`src/rtl/character_pkg.sv`:
```
// ============================================================================
// Module      : character_pkg
// Description : Shared types and constants for the character sprite path.
// Revision    : 1.0 - initial release
// ============================================================================
`default_nettype none

package character_pkg;

    localparam int CHAR_W = 5;
    localparam int CHAR_H = 9;

    // Coordinate widths shared with the character position decoder
    localparam int X_W = 8;
    localparam int Y_W = 7;

    localparam logic [2:0] COLOUR_FG = 3'b111;
    localparam logic [2:0] COLOUR_BG = 3'b000;

    typedef enum logic [1:0] {
        IDLE   = 2'd0,
        ERASE  = 2'd1,
        DRAW   = 2'd2,
        FINISH = 2'd3
    } plot_state_e;

endpackage

`default_nettype wire

```
`src/rtl/rect_scan_counter.sv`:
```
// ============================================================================
// Module      : rect_scan_counter
// Description : Raster col/row counter over a WIDTH x HEIGHT rectangle.
// Revision    : 1.0 - initial release
// ============================================================================
`default_nettype none

module rect_scan_counter
    import character_pkg::*;
#(
    parameter int WIDTH  = CHAR_W,
    parameter int HEIGHT = CHAR_H,
    parameter int COL_W  = (WIDTH > 1) ? $clog2(WIDTH) : 1,
    parameter int ROW_W  = (HEIGHT > 1) ? $clog2(HEIGHT) : 1
) (
    input  logic             Clock,
    input  logic             Reset,
    input  logic             clear_i,
    input  logic             enable_i,
    output logic [COL_W-1:0] col_o,
    output logic [ROW_W-1:0] row_o,
    output logic             last_o
);

    localparam logic [COL_W-1:0] COL_MAX = COL_W'(WIDTH - 1);
    localparam logic [ROW_W-1:0] ROW_MAX = ROW_W'(HEIGHT - 1);

    logic [COL_W-1:0] col_q, col_d;
    logic [ROW_W-1:0] row_q, row_d;

    assign col_o  = col_q;
    assign row_o  = row_q;
    assign last_o = (col_q == COL_MAX) && (row_q == ROW_MAX);

    // Wrapping on the last pixel leaves the counter at (0,0) for the next scan
    always_comb begin
        col_d = col_q;
        row_d = row_q;
        if (clear_i) begin
            col_d = '0;
            row_d = '0;
        end else if (enable_i) begin
            if (col_q == COL_MAX) begin
                col_d = '0;
                row_d = (row_q == ROW_MAX) ? '0 : row_q + ROW_W'(1);
            end else begin
                col_d = col_q + COL_W'(1);
            end
        end
    end

    always_ff @(posedge Clock) begin
        if (!Reset) begin
            col_q <= '0;
            row_q <= '0;
        end else begin
            col_q <= col_d;
            row_q <= row_d;
        end
    end

endmodule

`default_nettype wire

```
`src/rtl/character_plotter.sv`:
```
// ============================================================================
// Module      : character_plotter
// Description : Erases the sprite at its old position and redraws it at the new one.
// Revision    : 1.0 - initial release
// ============================================================================
`default_nettype none

module character_plotter
    import character_pkg::*;
#(
    parameter int         WIDTH     = CHAR_W,
    parameter int         HEIGHT    = CHAR_H,
    parameter logic [2:0] FG_COLOUR = COLOUR_FG,
    parameter logic [2:0] BG_COLOUR = COLOUR_BG,
    parameter int         SCREEN_W  = 160,
    parameter int         SCREEN_H  = 120
) (
    input  logic           Clock,
    input  logic           Reset,
    input  logic [X_W-1:0] XIn,
    input  logic [Y_W-1:0] YIn,
    output logic [X_W-1:0] XPix,
    output logic [Y_W-1:0] YPix,
    output logic [2:0]     ColourOut,
    output logic           Plot,
    output logic           Busy,
    output logic           Done
);

    localparam int COL_W = (WIDTH > 1) ? $clog2(WIDTH) : 1;
    localparam int ROW_W = (HEIGHT > 1) ? $clog2(HEIGHT) : 1;
    localparam int XS_W  = X_W + 1;
    localparam int YS_W  = Y_W + 1;

    localparam logic [XS_W-1:0] X_LIMIT = XS_W'(SCREEN_W);
    localparam logic [YS_W-1:0] Y_LIMIT = YS_W'(SCREEN_H);

    plot_state_e    state_q, state_d;
    logic [X_W-1:0] old_x_q, old_x_d, new_x_q, new_x_d;
    logic [Y_W-1:0] old_y_q, old_y_d, new_y_q, new_y_d;
    logic           valid_q, valid_d;
    logic [X_W-1:0] xpix_q, xpix_d;
    logic [Y_W-1:0] ypix_q, ypix_d;
    logic [2:0]     colour_q, colour_d;
    logic           plot_q, plot_d;
    logic           busy_q, busy_d;
    logic           done_q, done_d;

    logic [COL_W-1:0] w_col;
    logic [ROW_W-1:0] w_row;
    logic             w_last;
    logic             w_scan_clr;
    logic             w_scan_en;
    logic [X_W-1:0]   w_base_x;
    logic [Y_W-1:0]   w_base_y;
    logic [XS_W-1:0]  w_x_sum;
    logic [YS_W-1:0]  w_y_sum;
    logic             w_on_screen;
    logic             w_change;

    rect_scan_counter #(
        .WIDTH  (WIDTH),
        .HEIGHT (HEIGHT),
        .COL_W  (COL_W),
        .ROW_W  (ROW_W)
    ) u_scan (
        .Clock    (Clock),
        .Reset    (Reset),
        .clear_i  (w_scan_clr),
        .enable_i (w_scan_en),
        .col_o    (w_col),
        .row_o    (w_row),
        .last_o   (w_last)
    );

    assign w_base_x    = (state_q == ERASE) ? old_x_q : new_x_q;
    assign w_base_y    = (state_q == ERASE) ? old_y_q : new_y_q;
    assign w_x_sum     = {1'b0, w_base_x} + XS_W'(w_col);
    assign w_y_sum     = {1'b0, w_base_y} + YS_W'(w_row);
    assign w_on_screen = (w_x_sum < X_LIMIT) && (w_y_sum < Y_LIMIT);

    // Done_q blocks detection so the next sequence starts no earlier than the cycle after Done
    assign w_change = !done_q && (!valid_q || ({XIn, YIn} != {old_x_q, old_y_q}));

    always_comb begin
        state_d    = state_q;
        old_x_d    = old_x_q;
        old_y_d    = old_y_q;
        new_x_d    = new_x_q;
        new_y_d    = new_y_q;
        valid_d    = valid_q;
        xpix_d     = xpix_q;
        ypix_d     = ypix_q;
        colour_d   = colour_q;
        plot_d     = 1'b0;
        busy_d     = busy_q;
        done_d     = 1'b0;
        w_scan_clr = 1'b0;
        w_scan_en  = 1'b0;

        case (state_q)
            IDLE: begin
                if (w_change) begin
                    new_x_d    = XIn;
                    new_y_d    = YIn;
                    w_scan_clr = 1'b1;
                    busy_d     = 1'b1;
                    state_d    = valid_q ? ERASE : DRAW;
                end
            end
            ERASE, DRAW: begin
                w_scan_en = 1'b1;
                xpix_d    = w_x_sum[X_W-1:0];
                ypix_d    = w_y_sum[Y_W-1:0];
                colour_d  = (state_q == ERASE) ? BG_COLOUR : FG_COLOUR;
                plot_d    = w_on_screen;
                if (w_last) begin
                    state_d = (state_q == ERASE) ? DRAW : FINISH;
                end
            end
            FINISH: begin
                old_x_d = new_x_q;
                old_y_d = new_y_q;
                valid_d = 1'b1;
                busy_d  = 1'b0;
                done_d  = 1'b1;
                state_d = IDLE;
            end
            default: state_d = IDLE;
        endcase
    end

    always_ff @(posedge Clock) begin
        if (!Reset) begin
            state_q  <= IDLE;
            old_x_q  <= '0;
            old_y_q  <= '0;
            new_x_q  <= '0;
            new_y_q  <= '0;
            valid_q  <= 1'b0;
            xpix_q   <= '0;
            ypix_q   <= '0;
            colour_q <= '0;
            plot_q   <= 1'b0;
            busy_q   <= 1'b0;
            done_q   <= 1'b0;
        end else begin
            state_q  <= state_d;
            old_x_q  <= old_x_d;
            old_y_q  <= old_y_d;
            new_x_q  <= new_x_d;
            new_y_q  <= new_y_d;
            valid_q  <= valid_d;
            xpix_q   <= xpix_d;
            ypix_q   <= ypix_d;
            colour_q <= colour_d;
            plot_q   <= plot_d;
            busy_q   <= busy_d;
            done_q   <= done_d;
        end
    end

    assign XPix      = xpix_q;
    assign YPix      = ypix_q;
    assign ColourOut = colour_q;
    assign Plot      = plot_q;
    assign Busy      = busy_q;
    assign Done      = done_q;

endmodule

`default_nettype wire

```
`config.mk`:
```
export PLATFORM = sky130hd
export DESIGN_NAME = character_plotter
export DESIGN_NICKNAME = d
export VERILOG_FILES = /design/src/rtl/character_pkg.sv /design/src/rtl/rect_scan_counter.sv /design/src/rtl/character_plotter.sv
export SDC_FILE = /design/constraint.sdc
export NUM_CORES = 1
export LEC_CHECK = 0
export BUFFER_PORTS_ARGS = -buffer_cell sky130_fd_sc_hd__buf_2
export CAP_MARGIN = 40
export CORE_MARGIN = 1
export CORE_UTILIZATION = 29
export DETAILED_ROUTE_END_ITERATION = 16
export PLACE_DENSITY = 0.53
export SYNTH_ARGS = -nofsm -noshare
export SYNTH_HDL_FRONTEND = slang
export SYNTH_SLANG_ARGS = --single-unit
```
`constraint.sdc`:
```
create_clock -name Clock -period 3.45 [get_ports Clock]
set_input_delay 0.8625 -clock Clock [delete_from_list [all_inputs] [get_ports Clock]]
set_output_delay 0.8625 -clock Clock [all_outputs]
set_load 0.05 [all_outputs]
```
==> results of run 1 <==
report_power, final:
part / total (mW) / leakage, nW / internal [mW] / switching, mW
Combinational: 1.18 / 0.861 / 0.400 / 0.782
Sequential: 0.918 / 0.481 / 0.814 / 0.104
Clock: 0.582 / 0.0912 / 0.294 / 0.288
final timing paths:
| check | cells past startpoint | start | slack, ns | endpoint |
|---|---|---|---|---|
| min | 2 | XPix[7] | 0.47 | XPix[7] |
| max | 10 | state_q[1] | 0.41 | Plot |
| min reg2reg | 2 | XPix[7] | 0.47 | XPix[7] |
| max reg2reg | 10 | state_q[1] | 0.41 | Plot |
layout make-up:
cell class,instances,area share [%]
timing repair buffer,43,7.102
sequential,59,31.92
tap,136,4.599
clock inverter,4,0.7102
inverter,11,1.116
multi-input combinational,263,50.46
clock buffer,11,4.092
kinds of logic (layout without fill, tap and decap cells):
logic type	Yosys count	count (layout)
mux	42	42
buf+inv	33	69
compound gates	75	75
fa+ha+maj	19	19
xor+xnor	25	25
flops	59	59
simple gates	102	102
per-layer routing:
| layer | vias up | wire [um] | global-route usage, % |
|---|---|---|---|
| li1 | 1310 | - | - |
| met1 | 1185 | 4006 | 22.14 |
| met2 | 98 | 3278 | 20.88 |
| met3 | 14 | 607 | 3.891 |
| met4 | 0 | 178 | 5.773 |
| met5 | - | 0 | 0 |
per-stage QoR:
step / worst slack (ns) / cells / total power [mW] / hold slack (ns) / utilization, %
3_5_place_dp: 0.4119 / 512 / 2.111 / 0.4606 / 33.52
5_1_grt: 0.2159 / 527 / 2.844 / 0.4852 / 35.21
4_1_cts: 0.3919 / 527 / 2.703 / 0.4714 / 35.21
3_3_place_gp: 0.5455 / 511 / 2.096 / 0.4685 / 33.37
6_report: 0.4081 / 527 / 2.682 / 0.4651 / 35.21
2_1_floorplan: 0.2098 / 355 / 1.833 / 0.4552 / -
flip-flops by register name, indices dropped and copies added, names as in the netlist, 2 cells and up:
signal / flops
u_scan.col_o: 3
XPix: 8
YPix: 7
new_y_q: 7
u_scan.row_o: 4
new_x_q: 8
old_x_q: 8
state_q: 2
old_y_q: 7
worst register-to-register path: stages, from the launching register on:
cell and delay, ns:
sky130_fd_sc_hd__dfxtp_1 0.34, sky130_fd_sc_hd__inv_1 0.11, sky130_fd_sc_hd__ha_1 0.36, sky130_fd_sc_hd__buf_12 0.21, sky130_fd_sc_hd__mux2_2 0.38, sky130_fd_sc_hd__fa_1 0.44
sky130_fd_sc_hd__a21oi_1 0.25, sky130_fd_sc_hd__nor2_1 0.10, sky130_fd_sc_hd__or4b_1 0.49, sky130_fd_sc_hd__a21oi_1 0.17, sky130_fd_sc_hd__a311oi_1 0.06
synthesized netlist by cell type, types with 2 or more instances:
| cell type | n |
|---|---|
| sky130_fd_sc_hd__mux2i_1 | 32 |
| sky130_fd_sc_hd__a211oi_1 | 6 |
| sky130_fd_sc_hd__fa_1 | 2 |
| sky130_fd_sc_hd__nand2b_1 | 2 |
| sky130_fd_sc_hd__ha_1 | 17 |
| sky130_fd_sc_hd__a21oi_1 | 29 |
| sky130_fd_sc_hd__nand3_1 | 23 |
| sky130_fd_sc_hd__nor3_1 | 2 |
| sky130_fd_sc_hd__and2_1 | 2 |
| sky130_fd_sc_hd__xor2_1 | 4 |
| sky130_fd_sc_hd__nand4_1 | 4 |
| sky130_fd_sc_hd__inv_1 | 11 |
| sky130_fd_sc_hd__buf_4 | 3 |
| sky130_fd_sc_hd__buf_1 | 7 |
| sky130_fd_sc_hd__clkbuf_1 | 7 |
| sky130_fd_sc_hd__xnor2_1 | 20 |
| sky130_fd_sc_hd__a311oi_1 | 2 |
| sky130_fd_sc_hd__buf_6 | 2 |
| sky130_fd_sc_hd__a21o_1 | 3 |
| sky130_fd_sc_hd__nand2_1 | 16 |
| sky130_fd_sc_hd__o21ai_0 | 21 |
| sky130_fd_sc_hd__dfxtp_1 | 59 |
| sky130_fd_sc_hd__buf_2 | 3 |
| sky130_fd_sc_hd__mux2_2 | 9 |
| sky130_fd_sc_hd__nand3b_1 | 4 |
| sky130_fd_sc_hd__nor2_1 | 43 |
==> tab_implementation.tex, run 1 <==
\begin{tabular}{lr}
\hline
Metric & Value \\
\hline
\multicolumn{2}{l}{\textbf{GRT}} \\
Number of antenna violations at the first check in global routing & 0 \\
Number of global-route vias before repair & approximately 2500 \\
Largest net degree at the start of global routing & 32 \\
Final global-route overflow total & 0 \\
First-pass GRT wire length & $\sim$13000 um \\
Total routing usage reported by global routing & approximately 15\% \\
\multicolumn{2}{l}{\textbf{Clock network}} \\
Clock latency at the later pin of the worst-skew pair & approximately 0.34 ns \\
Post-CTS Setup Bufs & 0 \\
Maximum level of the CTS H-tree & 3 \\
CTS resizes & 0 \\
Clock slew at reported path FFs & around 0.070 ns \\
Total CTS buffers & 9 \\
Clock tree root driver cell & sky130\_fd\_sc\_hd\_\_clkbuf\_8 \\
CTS hold repair buffers & 0 \\
Buffer levels on the longest clock path & 2 \\
TritonCTS clock tree & built \\
Number of clock sinks & 59 \\
\multicolumn{2}{l}{\textbf{Finish}} \\
Multi-input logic area & $\sim$0.0019 sq mm \\
Most common cell after layout, fill and taps aside & sky130\_fd\_sc\_hd\_\_dfxtp\_1 \\
Layout-stage area growth over the synthesis result & 15.55\% \\
Share of final-layout standard cells stronger than drive strength 1 & 19.18\% \\
Count of filler cells inserted in the layout & between 1000 and 1500 \\
Final instance area & 0.003700 sq mm \\
Antenna cell count & 0 \\
Footprint of the flip-flops and latches & 0.001181 sq mm \\
Post-layout net count & between 400 and 500 \\
Leading cell types in the layout, fill and taps excluded & sky130\_fd\_sc\_hd\_\_dfxtp\_1, sky130\_fd\_sc\_hd\_\_nor2\_1, sky130\_fd\_sc\_hd\_\_buf\_2 \\
\multicolumn{2}{l}{\textbf{Drt}} \\
Average routed wire per standard cell & 15.31 um \\
DRT antenna net count & 0 \\
Routed WL & 8070 um \\
Overall via count from detail\_route & 2607 \\
First-pass iteration count of the detailed router & 5 \\
Via count normalized by instance count & 4.947 \\
Total DRC errors in the routed layout & 0 \\
Drt initial violations & between 100 and 150 \\
\multicolumn{2}{l}{\textbf{Synthesis}} \\
Post-Synth Adder-Cell Area & 7.894\% \\
Part of the Yosys area used for sequential elements & between 30\% and 40\% \\
Flops \& latches, synth & 59 \\
Number of enable flip-flop cells after synthesis & 0 \\
Yosys top cell by area & sky130\_fd\_sc\_hd\_\_dfxtp\_1 \\
Share of the synthesized netlist area taken by xor and xnor gates & approximately 7.1\% \\
Summed instance area of the synthesized netlist & between 0.003 and 0.004 sq mm \\
Share of cell area taken by muxes after synthesis & a little over an eighth \\
Distinct cells, synth & 48 \\
Portion of synthesized cell area occupied by the leading cell type & between 30\% and 40\% \\
Synthesis Warnings & 0 \\
Synth Area in Simple Gates & 15.40\% \\
Ys async rst share & 0\% \\
Main combinational cell family by area after synthesis & simple AND/OR/NAND/NOR gates \\
Mean instance size in the synthesized netlist & $\sim$9 sq um \\
Synth top area cells & sky130\_fd\_sc\_hd\_\_dfxtp\_1, sky130\_fd\_sc\_hd\_\_mux2i\_1, sky130\_fd\_sc\_hd\_\_ha\_1 \\
Complex-gate fraction of the synthesized area & 14.34\% \\
Number of instances in the synthesized netlist & about 360 \\
Most used DFF post-synth & sky130\_fd\_sc\_hd\_\_dfxtp\_1 \\
Net count after synthesis & approximately 400 \\
\multicolumn{2}{l}{\textbf{Setup path}} \\
Top Family by Delay on Critical Path & adder cells \\
Critical path start-end classification & flip-flop to flip-flop \\
Type of element launching the critical path & flip-flop \\
Maximum cell stage delay along the critical path & between 0.4 and 0.5 ns \\
Most numerous cell on the critical path & sky130\_fd\_sc\_hd\_\_a21oi\_1 \\
Worst endpoint required time & roughly 3.7 ns \\
Sort of element at the end of the critical path & flip-flop \\
Slowest library cell on the worst path & sky130\_fd\_sc\_hd\_\_or4b\_1 \\
Crit-path cells & inv\_1 > ha\_1 > buf\_12 > mux2\_2 > fa\_1 > a21oi\_1 > nor2\_1 > or4b\_1 > a21oi\_1 > a311oi\_1 \\
Worst path arrival time & approximately 3.3 ns \\
Number of buffer and inverter instances along the worst setup path & 2 \\
CP Max Fanout & 18 \\
\multicolumn{2}{l}{\textbf{Placement}} \\
HPWL Detailed & roughly 6000 um \\
Count of buffers from port buffering & 37 \\
Placer's final routability congestion estimate & $\sim$0.80 \\
Placed Area & between 0.003 and 0.004 sq mm \\
\multicolumn{2}{l}{\textbf{Power and ir drop}} \\
Peak supply drop & approximately 600 uV \\
P\_leak & 1.434 nW \\
PD cells & 724.8 mW/mm\^{}2 \\
\multicolumn{2}{l}{\textbf{Timing}} \\
Final critical-path required period & $\sim$3.0 ns \\
Count of pins over their slew limit & 0 \\
Final Hold Fails & 0 \\
Transition at the pin with the smallest max-transition slack & 0.7008 ns \\
Period utilisation layout & approximately 88\% \\
Sum Neg Setup Slack & 0 ns \\
Setup repair after global routing missed its margin & no \\
Achievable Freq & approximately 330 MHz \\
Rel. slew slack & $\sim$53\% \\
Skew final & between 0.01 and 0.015 ns \\
Final setup vio count & 0 \\
\multicolumn{2}{l}{\textbf{Outcome}} \\
Status & complete, no violations \\
\multicolumn{2}{l}{\textbf{Floorplan}} \\
Num ports & 38 \\
Die area & approximately 0.011 sq mm \\
Chip Width & 107.1 um \\
Initial standard-cell utilization of the core & between 30\% and 40\% \\
Core Box Area & about 0.011 sq mm \\
\# rows & 37 \\
Die boundary height & between 100 and 150 um \\
\multicolumn{2}{l}{\textbf{Hold path}} \\
Worst min-delay path category & flip-flop to flip-flop \\
\multicolumn{2}{l}{\textbf{Job}} \\
Max-cap viol count & 0 \\
\hline
\end{tabular}
No activity file was read; power rests on OpenSTA's default activity.
==> inputs of run 2 (changes only) <==
--- a/config.mk
+++ b/config.mk
@@ -5,7 +5,7 @@
 export SDC_FILE = /design/constraint.sdc
 export NUM_CORES = 1
 export LEC_CHECK = 0
-export BUFFER_PORTS_ARGS = -buffer_cell sky130_fd_sc_hd__buf_2
+export BUFFER_PORTS_ARGS = -buffer_cell sky130_fd_sc_hd__buf_4
 export CAP_MARGIN = 40
 export CORE_MARGIN = 1
 export CORE_UTILIZATION = 29
==> run 2 against run 1 <==
Against the previous run: die area unchanged; sequential power increased by 0.5%; wire length increased by 4.2%; global-route usage increased by 0.77 points; final cell count increased by 0.57%; hold slack improved by 0.017 ns; sequential share of layout area decreased by 0.76 points; combinational power increased by 5%; design area increased by 2.4%; largest power group unchanged; highest routed layer unchanged.
==> tab_implementation.tex, run 2 (same netlist as run 1, synthesis figures left out) <==
\begin{tabular}{lr}
\hline
Metric & Value \\
\hline
\multicolumn{2}{l}{\textbf{Setup path}} \\
Most numerous cell on the critical path & sky130\_fd\_sc\_hd\_\_a21oi\_1 \\
Maximum cell stage delay along the critical path & 0.49 ns \\
Number of cells traversed by the worst register-to-register path & 10 \\
Number of buffer and inverter instances along the worst setup path & 2 \\
Top Family by Delay on Critical Path & adder cells \\
Worst endpoint required time & 3.68 ns \\
Type of element launching the critical path & flip-flop \\
R2R Path End & Plot \\
CP Max Fanout & 10 \\
FF-to-FF Start & state\_q[1] \\
Crit-path cells & inv\_1 > ha\_1 > buf\_4 > mux2\_2 > fa\_1 > a21oi\_1 > nor2\_1 > or4b\_1 > a21oi\_1 > a311oi\_1 \\
Slowest library cell on the worst path & sky130\_fd\_sc\_hd\_\_or4b\_1 \\
Critical path start-end classification & flip-flop to flip-flop \\
Sort of element at the end of the critical path & flip-flop \\
Stages on worst setup path & 10 \\
Slack of the worst reg-to-reg path & between 0.4 and 0.5 ns \\
Worst path arrival time & $\sim$3.2 ns \\
\multicolumn{2}{l}{\textbf{Timing}} \\
Count of pins over their slew limit & 0 \\
Final critical-path required period & 3.007 ns \\
Sum Neg Setup Slack & 0 ns \\
Setup repair after global routing missed its margin & no \\
Worst Setup Slack, final & between 0.4 and 0.5 ns \\
Worst hold-check slack & 0.4825 ns \\
Achievable Freq & 332.6 MHz \\
Transition at the pin with the smallest max-transition slack & approximately 0.70 ns \\
Skew final & around 0.0053 ns \\
Final setup vio count & 0 \\
Final Hold Fails & 0 \\
Rel. slew slack & approximately 54\% \\
Period utilisation layout & between 80\% and 90\% \\
\multicolumn{2}{l}{\textbf{Power and ir drop}} \\
PD cells & just over 700 mW/mm\^{}2 \\
P\_leak & around 1.5 nW \\
Tot Pwr & 2.741 mW \\
Peak supply drop & 528.6 uV \\
\multicolumn{2}{l}{\textbf{Clock network}} \\
Clock slew at reported path FFs & 0.07 ns \\
TritonCTS clock tree & built \\
Number of clock sinks & 59 \\
CTS hold repair buffers & 0 \\
Clock tree root driver cell & sky130\_fd\_sc\_hd\_\_clkbuf\_8 \\
Buffer levels on the longest clock path & 2 \\
CTS resizes & 0 \\
Post-CTS Setup Bufs & 0 \\
Clock latency at the later pin of the worst-skew pair & approximately 0.36 ns \\
Maximum level of the CTS H-tree & 3 \\
Total CTS buffers & 9 \\
\multicolumn{2}{l}{\textbf{Hold path}} \\
Worst-case hold path end point & YPix[1] \\
Startpoint of the tightest hold check path & YPix[1] \\
Worst min-delay path category & flip-flop to flip-flop \\
Worst hold path cell count & 2 \\
\multicolumn{2}{l}{\textbf{GRT}} \\
Number of global-route vias before repair & $\sim$2600 \\
Number of antenna violations at the first check in global routing & 0 \\
Final global-route overflow total & 0 \\
Total routing usage reported by global routing & between 15 and 20\% \\
First-pass GRT wire length & about 14000 um \\
Largest net degree at the start of global routing & 19 \\
\multicolumn{2}{l}{\textbf{Floorplan}} \\
Chip Width & roughly 110 um \\
Num ports & 38 \\
Core Box Area & $\sim$0.011 sq mm \\
Die boundary height & 107.1 um \\
Die area & 0.01147 sq mm \\
\# rows & 37 \\
Initial standard-cell utilization of the core & between 30\% and 40\% \\
\multicolumn{2}{l}{\textbf{Finish}} \\
Count of filler cells inserted in the layout & between 1000 and 1500 \\
Most common cell after layout, fill and taps aside & sky130\_fd\_sc\_hd\_\_dfxtp\_1 \\
Footprint of the flip-flops and latches & 0.001181 sq mm \\
Multi-input logic area & 0.001867 sq mm \\
Layout-stage area growth over the synthesis result & 18.37\% \\
Final instance area & 0.003790 sq mm \\
Antenna cell count & 0 \\
Post-layout net count & 425 \\
Share of final-layout standard cells stronger than drive strength 1 & roughly a fifth \\
Util after Layout & around 36\% \\
Leading cell types in the layout, fill and taps excluded & sky130\_fd\_sc\_hd\_\_dfxtp\_1, sky130\_fd\_sc\_hd\_\_buf\_4, sky130\_fd\_sc\_hd\_\_nor2\_1 \\
Cell Count, Final, Fillers Out & 530 \\
\multicolumn{2}{l}{\textbf{Drt}} \\
Routed WL & between 8000 and 9000 um \\
Average routed wire per standard cell & 15.87 um \\
Drt initial violations & roughly 130 \\
First-pass iteration count of the detailed router & 4 \\
DRT antenna net count & 0 \\
Total DRC errors in the routed layout & 0 \\
Overall via count from detail\_route & between 2000 and 3000 \\
Via count normalized by instance count & roughly 5.0 \\
\multicolumn{2}{l}{\textbf{Outcome}} \\
Status & complete, no violations \\
\multicolumn{2}{l}{\textbf{Placement}} \\
Placed Area & between 0.003 and 0.004 sq mm \\
HPWL Detailed & slightly above 6000 um \\
Count of buffers from port buffering & 37 \\
Placed Cells incl. Taps & between 500 and 600 \\
Placer's final routability congestion estimate & around 0.77 \\
Setup slack after placement & $\sim$0.46 ns \\
\multicolumn{2}{l}{\textbf{Job}} \\
Max-cap viol count & 0 \\
\hline
\end{tabular}
## run 2: cell types whose count changed in the layout (fill, tap and decap cells not counted)
| cell | change |
|---|---|
| sky130_fd_sc_hd__buf_4 | +41 |
| sky130_fd_sc_hd__buf_16 | +1 |
| sky130_fd_sc_hd__clkinv_4 | -1 |
| sky130_fd_sc_hd__clkinvlp_4 | -1 |
| sky130_fd_sc_hd__buf_8 | -1 |
| sky130_fd_sc_hd__clkbuf_1 | +3 |
| sky130_fd_sc_hd__buf_12 | -2 |
| sky130_fd_sc_hd__buf_2 | -37 |
## run 2: final cells by class
cell class,count,area share [%]
multi-input cells,263,49.26
flip-flops and latches,59,31.17
repair buffers,45,9.442
well taps,136,4.490
clock buffers,14,4.292
inverters,11,1.089
clock inverters,2,0.2641
## run 2: worst max path at each step
stage | endpoint | startpoint
finish | Plot | state_q[1]
global route | Plot | state_q[1]
CTS | Plot | state_q[1]
detailed placement | Plot | state_q[1]
global placement | Plot | state_q[1]
floorplan | Plot | state_q[1]
## run 2: where the power goes
part | internal [mW] | switching (mW) | leakage [nW]
Combinational | 0.450 | 0.790 | 0.884
Sequential | 0.814 | 0.109 | 0.481
Clock | 0.298 | 0.280 | 0.0905
Total | 1.56 | 1.18 | 1.46
## run 2: metal layers
layer	vias up	part of all wire [%]	global-route usage (%)
li1	1310	-	-
met1	1284	51	21.28
met2	69	42	23.73
met3	12	5.3	4.802
met4	0	1.8	6.360
met5	-	0	0
## run 2: worst register-to-register path, stage by stage, from the launching register on
cell                       delay (ns)
sky130_fd_sc_hd__dfxtp_1         0.34
sky130_fd_sc_hd__inv_1           0.11
sky130_fd_sc_hd__ha_1            0.21
sky130_fd_sc_hd__buf_4           0.22
sky130_fd_sc_hd__mux2_2          0.41
sky130_fd_sc_hd__fa_1            0.44
sky130_fd_sc_hd__a21oi_1         0.30
sky130_fd_sc_hd__nor2_1          0.11
sky130_fd_sc_hd__or4b_1          0.49
sky130_fd_sc_hd__a21oi_1         0.18
sky130_fd_sc_hd__a311oi_1        0.07
==> inputs of run 3 (changes only) <==
--- a/config.mk
+++ b/config.mk
@@ -8,9 +8,9 @@
 export BUFFER_PORTS_ARGS = -buffer_cell sky130_fd_sc_hd__buf_4
 export CAP_MARGIN = 40
 export CORE_MARGIN = 1
-export CORE_UTILIZATION = 29
+export CORE_UTILIZATION = 52
 export DETAILED_ROUTE_END_ITERATION = 16
-export PLACE_DENSITY = 0.53
+export PLACE_DENSITY = 0.81
 export SYNTH_ARGS = -nofsm -noshare
 export SYNTH_HDL_FRONTEND = slang
 export SYNTH_SLANG_ARGS = --single-unit
==> run 3 against run 2 <==
Against the previous run: non-clock buffer count is 1 lower; sequential power barely moved; clock power rose by 7.6%; worst setup slack worse by 0.032 ns; global-route usage rose by 9.7 points; final cell count fell by 12%; sequential share of layout area increased by 0.68 points; critical path type unchanged; largest cell class unchanged; largest power group unchanged; highest routed layer unchanged.
==> tab_implementation.tex, run 3 (same netlist as run 1, synthesis figures left out) <==
\begin{tabular}{lr}
\hline
Metric & Value \\
\hline
\multicolumn{2}{l}{\textbf{Timing}} \\
Final critical-path required period & between 3 and 4 ns \\
Sum Neg Setup Slack & 0 ns \\
Skew final & about 0.011 ns \\
Setup repair after global routing missed its margin & no \\
Transition at the pin with the smallest max-transition slack & around 0.64 ns \\
Rel. slew slack & a little under three fifths \\
Count of pins over their slew limit & 0 \\
Period utilisation layout & approximately nine tenths \\
Final Hold Fails & 0 \\
Final setup vio count & 0 \\
Achievable Freq & about 330 MHz \\
\multicolumn{2}{l}{\textbf{Power and ir drop}} \\
P\_leak & around 1.5 nW \\
PD cells & around 750 mW/mm\^{}2 \\
Part of the power in the clock network & between 20\% and 30\% \\
Tot Pwr & around 2.8 mW \\
Relative contribution of combinational cells to total power & 44.2\% \\
Internal power & roughly 1.6 mW \\
Part of the power in registers & between 30\% and 40\% \\
Switching power share of the total & between 40\% and 50\% \\
Peak supply drop & between 600 and 700 uV \\
Net switching power figure & roughly 1.1 mW \\
\multicolumn{2}{l}{\textbf{Clock network}} \\
Post-CTS Setup Bufs & 0 \\
Clock slew at reported path FFs & around 0.07 ns \\
Maximum level of the CTS H-tree & 3 \\
CTS resizes & 0 \\
Number of clock sinks & 59 \\
Clock tree root driver cell & sky130\_fd\_sc\_hd\_\_clkbuf\_8 \\
CTS hold repair buffers & 0 \\
Clock latency at the later pin of the worst-skew pair & roughly 0.34 ns \\
TritonCTS clock tree & built \\
Total CTS buffers & 9 \\
Buffer levels on the longest clock path & 2 \\
\multicolumn{2}{l}{\textbf{GRT}} \\
Final global-route overflow total & 0 \\
First-pass GRT wire length & 12340 um \\
Number of global-route vias before repair & 2508 \\
Total routing usage reported by global routing & roughly 26\% \\
Largest net degree at the start of global routing & 21 \\
Number of antenna violations at the first check in global routing & 0 \\
\multicolumn{2}{l}{\textbf{Floorplan}} \\
Core Box Area & between 0.005 and 0.006 sq mm \\
Chip Width & between 80 and 90 um \\
Initial standard-cell utilization of the core & between 50 and 60\% \\
Die boundary height & 80.47 um \\
Die area & 0.006475 sq mm \\
Num ports & 38 \\
\# rows & 28 \\
\multicolumn{2}{l}{\textbf{Drt}} \\
First-pass iteration count of the detailed router & 4 \\
Routed WL & approximately 7400 um \\
Drt initial violations & between 200 and 250 \\
DRT antenna net count & 0 \\
Total DRC errors in the routed layout & 0 \\
Average routed wire per standard cell & $\sim$16 um \\
Overall via count from detail\_route & 2679 \\
Via count normalized by instance count & 5.724 \\
\multicolumn{2}{l}{\textbf{Setup path}} \\
Startpoint of the most critical setup path & state\_q[1] \\
FF-to-FF Start & state\_q[1] \\
Worst endpoint required time & about 3.7 ns \\
Crit-path cells & inv\_1 > ha\_1 > mux2\_2 > ha\_1 > fa\_1 > a21oi\_1 > nor2\_1 > or4b\_1 > a21oi\_1 > a311oi\_1 \\
Maximum cell stage delay along the critical path & $\sim$0.48 ns \\
Slowest library cell on the worst path & sky130\_fd\_sc\_hd\_\_or4b\_1 \\
Critical path start-end classification & flip-flop to flip-flop \\
Top Family by Delay on Critical Path & adder cells \\
Sort of element at the end of the critical path & flip-flop \\
Worst path arrival time & between 3 and 4 ns \\
Number of buffer and inverter instances along the worst setup path & 1 \\
Type of element launching the critical path & flip-flop \\
CP Max Fanout & 8 \\
\multicolumn{2}{l}{\textbf{Finish}} \\
Layout-stage area growth over the synthesis result & 15.83\% \\
Share of final-layout standard cells stronger than drive strength 1 & a little under a fifth \\
Most common cell after layout, fill and taps aside & sky130\_fd\_sc\_hd\_\_dfxtp\_1 \\
Post-layout net count & around 420 \\
Count of filler cells inserted in the layout & $\sim$500 \\
Final instance area & between 0.003 and 0.004 sq mm \\
Antenna cell count & 0 \\
Leading cell types in the layout, fill and taps excluded & sky130\_fd\_sc\_hd\_\_dfxtp\_1, sky130\_fd\_sc\_hd\_\_nor2\_1, sky130\_fd\_sc\_hd\_\_buf\_4 \\
\multicolumn{2}{l}{\textbf{Placement}} \\
Placed Area & between 0.003 and 0.004 sq mm \\
Placer's final routability congestion estimate & between 0.9 and 1 \\
Count of buffers from port buffering & 37 \\
HPWL Detailed & 5311 um \\
\multicolumn{2}{l}{\textbf{Job}} \\
Max-cap viol count & 0 \\
\multicolumn{2}{l}{\textbf{Hold path}} \\
Startpoint of the tightest hold check path & XPix[7] \\
Worst min-delay path category & flip-flop to flip-flop \\
\multicolumn{2}{l}{\textbf{Outcome}} \\
Status & complete, no violations \\
\hline
\end{tabular}
[run 3: changes by cell type in the layout (fill, tap and decap cells not counted), sizes merged]
| cell | delta |
|---|---|
| bufinv | +1 |
| clkinv | -1 |
| buf | -1 |
[run 3: routing by layer]
layer  wire length [um]  part of all wire (%)  global-route usage (%)
met5                  0                     0                       0
met4                114                   1.5                   8.214
met2               3285                    44                   39.41
met3                565                   7.6                   8.750
met1               3431                    46                   33.38
[run 3: worst register-to-register path, stage by stage (launching register included)]
cell	delay, ns
sky130_fd_sc_hd__dfxtp_1	0.34
sky130_fd_sc_hd__inv_1	0.11
sky130_fd_sc_hd__ha_1	0.37
sky130_fd_sc_hd__mux2_2	0.40
sky130_fd_sc_hd__ha_1	0.22
sky130_fd_sc_hd__fa_1	0.41
sky130_fd_sc_hd__a21oi_1	0.26
sky130_fd_sc_hd__nor2_1	0.10
sky130_fd_sc_hd__or4b_1	0.48
sky130_fd_sc_hd__a21oi_1	0.16
sky130_fd_sc_hd__a311oi_1	0.06
[run 3: final timing paths]
kind / cells past startpoint / end / slack, ns
max: 10 / Plot / 0.41
max reg2reg: 10 / Plot / 0.41
min: 2 / XPix[7] / 0.47
min reg2reg: 2 / XPix[7] / 0.47
[run 3: layout make-up]
cell class | count | area [sq um] | share of cell area, %
Clock buffer | 14 | 152.6 | 4.116
Clock inverter | 2 | 35.03 | 0.9447
Inverter | 11 | 41.29 | 1.113
Multi-Input combinational cell | 263 | 1867 | 50.34
Sequential cell | 59 | 1181 | 31.85
Tap cell | 75 | 93.84 | 2.530
Timing Repair Buffer | 44 | 337.8 | 9.109
[run 3: stage by stage]
stage | hold WS, ns | setup WS (ns) | utilization, % | instances
after detailed placement | 0.4583 | 0.4202 | 59.47 | 452
after global routing | 0.4966 | 0.1487 | 62.64 | 468
after global placement | 0.4656 | 0.5664 | 59.21 | 451
after floorplan | 0.4552 | 0.2098 | - | 355
final | 0.4673 | 0.4112 | 62.64 | 468
after CTS | 0.4672 | 0.4195 | 62.64 | 468
[run 3: power by group through the flow]
stage	Combinational, mW	Clock [mW]	Sequential [mW]
4_1_cts	1.22	0.629	0.916
3_3_place_gp	1.18	0	0.927
2_1_floorplan	0.695	0	1.14
6_report	1.22	0.622	0.920
5_1_grt	1.32	0.660	0.937
3_5_place_dp	1.21	0	0.928
